## src/rtl/rv_lsu.sv

```systemverilog
// rv_lsu: RV32I load/store unit in front of a single-port word SRAM without byte enables.
// Sub-word stores are read-modify-write; one request in flight, exactly one response per request.
module rv_lsu #(
    parameter int BW_DATA = 32,
    parameter int BW_ADDR = 10
) (
    input  logic               i_lsu_clk,
    input  logic               i_lsu_rst,
    input  logic               i_lsu_req_val,
    output logic               o_lsu_req_rdy,
    input  logic               i_lsu_req_we,
    input  logic [2:0]         i_lsu_req_funct3,
    input  logic [31:0]        i_lsu_req_addr,
    input  logic [31:0]        i_lsu_req_wdata,
    output logic               o_lsu_rsp_val,
    input  logic               i_lsu_rsp_rdy,
    output logic [31:0]        o_lsu_rsp_rdata,
    output logic               o_lsu_rsp_err,
    output logic [BW_ADDR-1:0] o_lsu_sram_addr,
    output logic [BW_DATA-1:0] o_lsu_sram_data,
    output logic               o_lsu_sram_cen,
    output logic               o_lsu_sram_wen,
    output logic               o_lsu_sram_ren,
    input  logic [BW_DATA-1:0] i_lsu_sram_data,
    input  logic               i_lsu_sram_data_val
);
    localparam int AW = BW_ADDR + 2;

    typedef enum logic [1:0] {
        IDLE = 2'b00,
        RD   = 2'b01,
        WR   = 2'b10,
        RESP = 2'b11
    } state_t;

    state_t          state;
    state_t          next_state;
    logic [AW-1:0]   addr_q;
    logic            we_q;
    logic [2:0]      f3_q;
    logic [31:0]     wdata_q;
    logic            err_q;
    logic [31:0]     result_q;
    logic            accept;
    logic            rsp_done;
    logic            req_err;
    logic [AW-1:0]   cur_addr;
    logic [31:0]     wr_word;

    function automatic logic req_error(input logic we, input logic [2:0] f3, input logic [31:0] addr);
        logic misalign;
        logic out_of_range;
        logic illegal;
        misalign     = ((f3[1:0] == 2'b01) && addr[0]) ||
                       ((f3[1:0] == 2'b10) && (addr[1:0] != 2'b00));
        out_of_range = |addr[31:AW];
        if (we) begin
            illegal = (f3 >= 3'b011);
        end else begin
            illegal = (f3 == 3'b011) || (f3 == 3'b110) || (f3 == 3'b111);
        end
        return misalign | out_of_range | illegal;
    endfunction

    function automatic logic [31:0] load_extend(input logic [31:0] word, input logic [1:0] off,
                                                input logic [2:0] f3);
        logic [7:0]  b;
        logic [15:0] h;
        b = word[{off, 3'b000} +: 8];
        h = off[1] ? word[31:16] : word[15:0];
        case (f3)
            3'b000:  return {{24{b[7]}}, b};
            3'b001:  return {{16{h[15]}}, h};
            3'b100:  return {24'h000000, b};
            3'b101:  return {16'h0000, h};
            default: return word;
        endcase
    endfunction

    function automatic logic [31:0] merge_store(input logic [31:0] word, input logic [31:0] wdata,
                                                input logic [1:0] off, input logic [2:0] f3);
        logic [31:0] m;
        m = word;
        case (f3[1:0])
            2'b00:   m[{off, 3'b000} +: 8]        = wdata[7:0];
            2'b01:   m[{off[1], 4'b0000} +: 16]   = wdata[15:0];
            default: m = wdata;
        endcase
        return m;
    endfunction

    assign accept   = i_lsu_req_val & o_lsu_req_rdy;
    assign rsp_done = o_lsu_rsp_val & i_lsu_rsp_rdy;
    assign req_err  = req_error(i_lsu_req_we, i_lsu_req_funct3, i_lsu_req_addr);

    // Next-state decode.
    always_comb begin
        next_state = state;
        case (state)
            IDLE: begin
                if (!accept) begin
                    next_state = IDLE;
                end else if (req_err) begin
                    next_state = RESP;
                end else if (i_lsu_req_we && (i_lsu_req_funct3 == 3'b010)) begin
                    next_state = WR;
                end else begin
                    next_state = RD;
                end
            end
            RD: begin
                if (!i_lsu_sram_data_val) begin
                    next_state = RD;
                end else if (we_q) begin
                    next_state = WR;
                end else begin
                    next_state = RESP;
                end
            end
            WR:      next_state = RESP;
            RESP: begin
                if (rsp_done) begin
                    next_state = IDLE;
                end else begin
                    next_state = RESP;
                end
            end
            default: next_state = IDLE;
        endcase
    end

    // SRAM address and write word for the cycle being entered; IDLE uses the live request.
    always_comb begin
        cur_addr = addr_q;
        wr_word  = 32'h00000000;
        if (state == IDLE) begin
            cur_addr = i_lsu_req_addr[AW-1:0];
            wr_word  = i_lsu_req_wdata;
        end else if (state == RD) begin
            wr_word  = merge_store(i_lsu_sram_data, wdata_q, addr_q[1:0], f3_q);
        end else begin
            wr_word  = 32'h00000000;
        end
    end

    // State register.
    always_ff @(posedge i_lsu_clk or posedge i_lsu_rst) begin
        if (i_lsu_rst) begin
            state <= IDLE;
        end else begin
            state <= next_state;
        end
    end

    // Request latch and load result.
    always_ff @(posedge i_lsu_clk or posedge i_lsu_rst) begin
        if (i_lsu_rst) begin
            addr_q   <= {AW{1'b0}};
            we_q     <= 1'b0;
            f3_q     <= 3'b000;
            wdata_q  <= 32'h00000000;
            err_q    <= 1'b0;
            result_q <= 32'h00000000;
        end else if (accept) begin
            addr_q   <= i_lsu_req_addr[AW-1:0];
            we_q     <= i_lsu_req_we;
            f3_q     <= i_lsu_req_funct3;
            wdata_q  <= i_lsu_req_wdata;
            err_q    <= req_err;
            result_q <= 32'h00000000;
        end else if ((state == RD) && i_lsu_sram_data_val && !we_q) begin
            result_q <= load_extend(i_lsu_sram_data, addr_q[1:0], f3_q);
        end
    end

    // Registered outputs: SRAM strobes follow the state being entered, the response lags RESP by one cycle.
    always_ff @(posedge i_lsu_clk or posedge i_lsu_rst) begin
        if (i_lsu_rst) begin
            o_lsu_req_rdy   <= 1'b0;
            o_lsu_sram_cen  <= 1'b0;
            o_lsu_sram_ren  <= 1'b0;
            o_lsu_sram_wen  <= 1'b0;
            o_lsu_sram_addr <= {BW_ADDR{1'b0}};
            o_lsu_sram_data <= {BW_DATA{1'b0}};
            o_lsu_rsp_val   <= 1'b0;
            o_lsu_rsp_rdata <= 32'h00000000;
            o_lsu_rsp_err   <= 1'b0;
        end else begin
            o_lsu_req_rdy   <= (next_state == IDLE);
            o_lsu_sram_cen  <= (next_state == RD) || (next_state == WR);
            o_lsu_sram_ren  <= (next_state == RD);
            o_lsu_sram_wen  <= (next_state == WR);
            o_lsu_sram_addr <= ((next_state == RD) || (next_state == WR)) ? cur_addr[AW-1:2]
                                                                           : {BW_ADDR{1'b0}};
            o_lsu_sram_data <= (next_state == WR) ? wr_word : {BW_DATA{1'b0}};
            o_lsu_rsp_val   <= (state == RESP) && !rsp_done;
            o_lsu_rsp_rdata <= ((state == RESP) && !rsp_done) ? result_q : 32'h00000000;
            o_lsu_rsp_err   <= (state == RESP) && !rsp_done && err_q;
        end
    end
endmodule
```

## config.mk

```make
export PLATFORM = sky130hd
export DESIGN_NAME = rv_lsu
export DESIGN_NICKNAME = d
export VERILOG_FILES = /design/src/rtl/rv_lsu.sv
export SDC_FILE = /design/constraint.sdc
export NUM_CORES = 1
export LEC_CHECK = 0
export ABC_AREA = 0
export CAP_MARGIN = 20
export CELL_PAD_IN_SITES_DETAIL_PLACEMENT = 1
export CELL_PAD_IN_SITES_GLOBAL_PLACEMENT = 2
export CORE_MARGIN = 2
export CORE_UTILIZATION = 34
export CTS_CLUSTER_SIZE = 24
export DETAILED_ROUTE_END_ITERATION = 8
export GPL_ROUTABILITY_DRIVEN = 1
export PLACE_DENSITY_LB_ADDON = 0.1
export SETUP_SLACK_MARGIN = 0.02
export SYNTH_ARGS = -nofsm -noshare
export SYNTH_HDL_FRONTEND = slang
export SYNTH_SLANG_ARGS = --single-unit
export TNS_END_PERCENT = 5
```

## constraint.sdc

```tcl
create_clock -name i_lsu_clk -period 8.75 [get_ports i_lsu_clk]
set_input_delay 1.75 -clock i_lsu_clk [delete_from_list [all_inputs] [get_ports i_lsu_clk]]
set_output_delay 1.75 -clock i_lsu_clk [all_outputs]
set_load 0.02 [all_outputs]
```

==> impl_metrics.py <==
metrics = {
    "global_route": {
        "grt.overflow.total": 0,
        "grt_max_degree": 92,
        "antenna_found_initial": 0,
        "grt_pass1_wl_mm": 37.1,
        "grt_pass1_vias": 6477,
        "grt_usage_pct": 21.9,
    },
    "final_layout": {
        "synthToLayoutAreaGrowth_pct": 36.7,
        "nets": 935,
        "fill_cells": 2286,
        "drive_gt1_share_pct": 12.1,
        "fin_area_sq_mm": 0.0100,
        "antenna_cells": 0,
    },
    "critical_path": {
        "r2r_setup_slack_ns": 5.48,
        "r2r-end": "o_lsu_sram_data[6]$_DFF_PP0_",
        "cp.arrival_ns": 4.63,
        "rr_startpoint": "state[0]$_DFF_PP0_",
        "crit_top_cell": "nor2_1",
        "crit_path_cell_trace": "clkdlybuf4s50_1 -> nor4bb_1 -> nor4_1 -> nor2_1 -> ha_1 -> nand2b_1 -> nor2_1 -> a32o_1",
        "slowest_stage": "nor2_1",
        "cp-endpoint": "o_lsu_sram_data[6]$_DFF_PP0_",
        "setup.worst_path.end_class": "flop",
        "crit_type": "in -> reg",
        "worstSetupStartpointType": "primary input",
        "required_ns": 9.11,
        "critPathMaxStageDelay_ns": 0.76,
        "cp-startpoint": "i_lsu_req_funct3[1]",
        "worstPathMaxFanout": 12,
        "ff2ff_path_depth": 6,
    },
    "timing": {
        "hold_violations": 0,
        "tightest_slew_ns": 1.06,
        "grt_setup_unrepaired": "false",
        "slew_headroom_pct": 29.4,
        "fin_skew_ns": 0.00837,
        "setup_tns_ns": 0,
        "finalSetupViolations": 0,
        "fin_crit_sh_pct": 48.8,
        "slew_violations": 0,
        "fin_crit_ns": 4.27,
        "max_freq_mhz": 234,
    },
    "run_status": {
        "status": "finished clean",
    },
    "clock_tree": {
        "h-tree-depth": 4,
        "clock_sinks": 163,
        "cts_tree": "yes",
        "clk_pin_slew_ns": 0.07,
        "numCtsBuffers": 17,
        "cts-hold-fix-buffers": 0,
        "cts_resized": 0,
        "cts_setup_buffers": 0,
        "insertion_delay_ns": 0.43,
        "clk_path_buf_depth": 2,
        "cts-root-buf": "clkbuf_16",
    },
    "drt": {
        "wirelength_mm": 24.1,
        "first_pass_iters": 4,
        "wire_per_inst_um": 21.7,
        "ant_nets": 0,
        "drt_iter0_markers": 382,
        "via_per_inst": 5.44,
        "drc": 0,
        "via_count": 6044,
    },
    "place": {
        "place_area_sq_mm": 0.00938,
        "hpwl_mm": 17.7,
        "gp_congestion": 0.814,
        "port_buffers": 184,
    },
    "floorplanning": {
        "fp.coreArea_sq_mm": 0.0211,
        "start_util_pct": 34.7,
        "die_x_um": 151,
        "die_area_sq_mm": 0.0227,
        "die_h_um": 151,
        "rows": 53,
        "pin_count": 185,
    },
    "synth": {
        "postSynthCellCount": 657,
        "syn_area_sq_mm": 0.00732,
        "ys_types": 48,
        "synthArstFlopShare_pct": 100,
        "syn_nets": 768,
        "ys_seq_area_share_pct": 55.7,
        "synth-edff-count": 0,
        "syn_avg_cell_area_sq_um": 11.1,
        "synth_ff_type": "dfrtp_1",
        "ys_warn_count": 0,
        "synth_seq_cells": 163,
    },
    "power_and_ir_drop": {
        "sw_frac_of_total_pct": 38.5,
        "comb_power_share_pct": 40.0,
        "ir_drop_mv": 0.154,
        "p_leak_nw": 4.32,
        "internal-power_mw": 2.06,
        "power_frac_seq_pct": 36.5,
        "power_density_mw_per_mm2": 335,
        "power_switching_mw": 1.29,
        "power.share.clock_pct": 23.5,
        "p_total_mw": 3.36,
    },
    "flow_run": {
        "cap_violations": 0,
    },
    "min_path": {
        "worstHoldPathType": "reg -> reg",
    },
}
## logic make-up after synthesis
kind of cell             synth area share, %
multiplexers                            8.77
AO/OA/AOI/OAI                           18.8
flip-flops                              55.7
buffers and inverters                   3.67
adder cells (fa/ha/maj)                 1.03
AND/OR/NAND/NOR                         12.1
## power groups by stage
| stage | clock, mW | sequential, mW | combinational, mW |
|---|---|---|---|
| after floorplan | 0 | 1.24 | 0.810 |
| after global placement | 0 | 1.23 | 1.31 |
| after detailed placement | 0 | 1.24 | 1.35 |
| after CTS | 0.805 | 1.23 | 1.35 |
| after global routing | 0.837 | 1.26 | 1.47 |
| final | 0.788 | 1.23 | 1.34 |
## layout by cell type (no fill, tap or decap), types with 3 or more instances in the layout
cell             Yosys  final
nor4_1               6      6
nor2b_1              3      3
clkbuf_16            0     17
inv_1               22     21
inv_6                0      6
a21oi_1             34     34
nor2_1              18     17
o22ai_1              7      7
mux2i_1              9      9
a211oi_1             3      3
buf_4                2      7
nor3_1              10     10
o221ai_1             5      5
a221oi_1            16     16
o211ai_1             4      4
a32o_1               7      7
nand3_1              8      8
bufinv_16            0      3
clkinv_4             0      3
nand2_1             66     66
o21bai_1             3      3
o31ai_1              8      8
ha_1                 6      6
dfrtp_1            163    162
nand2b_1             5      5
or3_1               10     10
mux2_2              47     47
a21o_1              15     15
and2_1              37     36
o21ai_0             40     40
clkdlybuf4s50_1      0    184
a221o_1             27     27
a22oi_1              8      8
a22o_1               5      5
## how the worst min path moves through the flow
stage | start | end | slack (ns) | cells past startpoint
3_5_place_dp | result_q[8]$_DFFE_PP0P_ | result_q[8]$_DFFE_PP0P_ | 0.47 | 1
6_report | result_q[5]$_DFFE_PP0P_ | result_q[5]$_DFFE_PP0P_ | 0.48 | 2
3_3_place_gp | result_q[15]$_DFFE_PP0P_ | result_q[15]$_DFFE_PP0P_ | 0.46 | 1
5_1_grt | result_q[9]$_DFFE_PP0P_ | result_q[9]$_DFFE_PP0P_ | 0.50 | 1
4_1_cts | result_q[5]$_DFFE_PP0P_ | result_q[5]$_DFFE_PP0P_ | 0.48 | 2
2_1_floorplan | result_q[0]$_DFFE_PP0P_ | result_q[0]$_DFFE_PP0P_ | 0.44 | 2
## flip-flops by register name (all words and copies together) (netlist names), 2 cells and up
signal and cells:
f3_q 3, o_lsu_sram_data 32, addr_q 12, o_lsu_sram_addr 10
state 2, result_q 32, o_lsu_rsp_rdata 32, wdata_q 32
## Yosys cell counts (6+ instances only)
cell type	n	area share (%)
a21o_1	15	1.5
o21ai_0	40	2.7
clkbuf_1	35	1.8
a21oi_1	34	2.3
o31ai_1	8	0.82
ha_1	6	1.0
or3_1	10	0.85
mux2i_1	9	1.2
dfrtp_1	163	56
a22oi_1	8	0.82
nor4_1	6	0.51
o22ai_1	7	0.60
a221oi_1	16	1.9
nor2_1	18	0.92
inv_1	22	1.1
nand3_1	8	0.55
nor3_1	10	0.68
a32o_1	7	0.96
nand2_1	66	3.4
a221o_1	27	3.7
mux2_2	47	7.2
and2_1	37	3.2
## critical path, delay by kind of cell
kind                       cells  cell delay, ns
and+or+nand+nor                5            1.86
buffers and inverters          1            0.53
AOI/OAI and AO/OA              1            0.28
adders and majority gates      1            0.20
## per-stage QoR
stage,cells,worst slack (ns),hold slack [ns],utilization (%)
floorplan,657,2.60,0.440,-
global placement,1078,4.20,0.456,44.5
detailed placement,1079,4.04,0.465,44.5
CTS,1111,4.51,0.482,47.4
global route,1112,4.25,0.501,47.5
finish,1112,4.48,0.476,47.5
## metal layers
metal | up-vias | routed length [um] | GRT usage, %
met5 | - | 0 | 0
met2 | 174 | 11800 | 35.8
met3 | 36 | 1100 | 3.82
met4 | 0 | 513 | 7.20
met1 | 3102 | 10700 | 29.6
li1 | 2732 | - | -
## final cells by class
type	count	area, sq um	area share [%]
tap	275	344	3.44
clock inverter	15	196	1.96
inverter	22	87.6	0.875
clock buffer	17	425	4.25
timing repair buffer	192	1900	19.0
multi-input combinational	428	2980	29.7
sequential	163	4080	40.8
(Power assumes the default switching activity.)
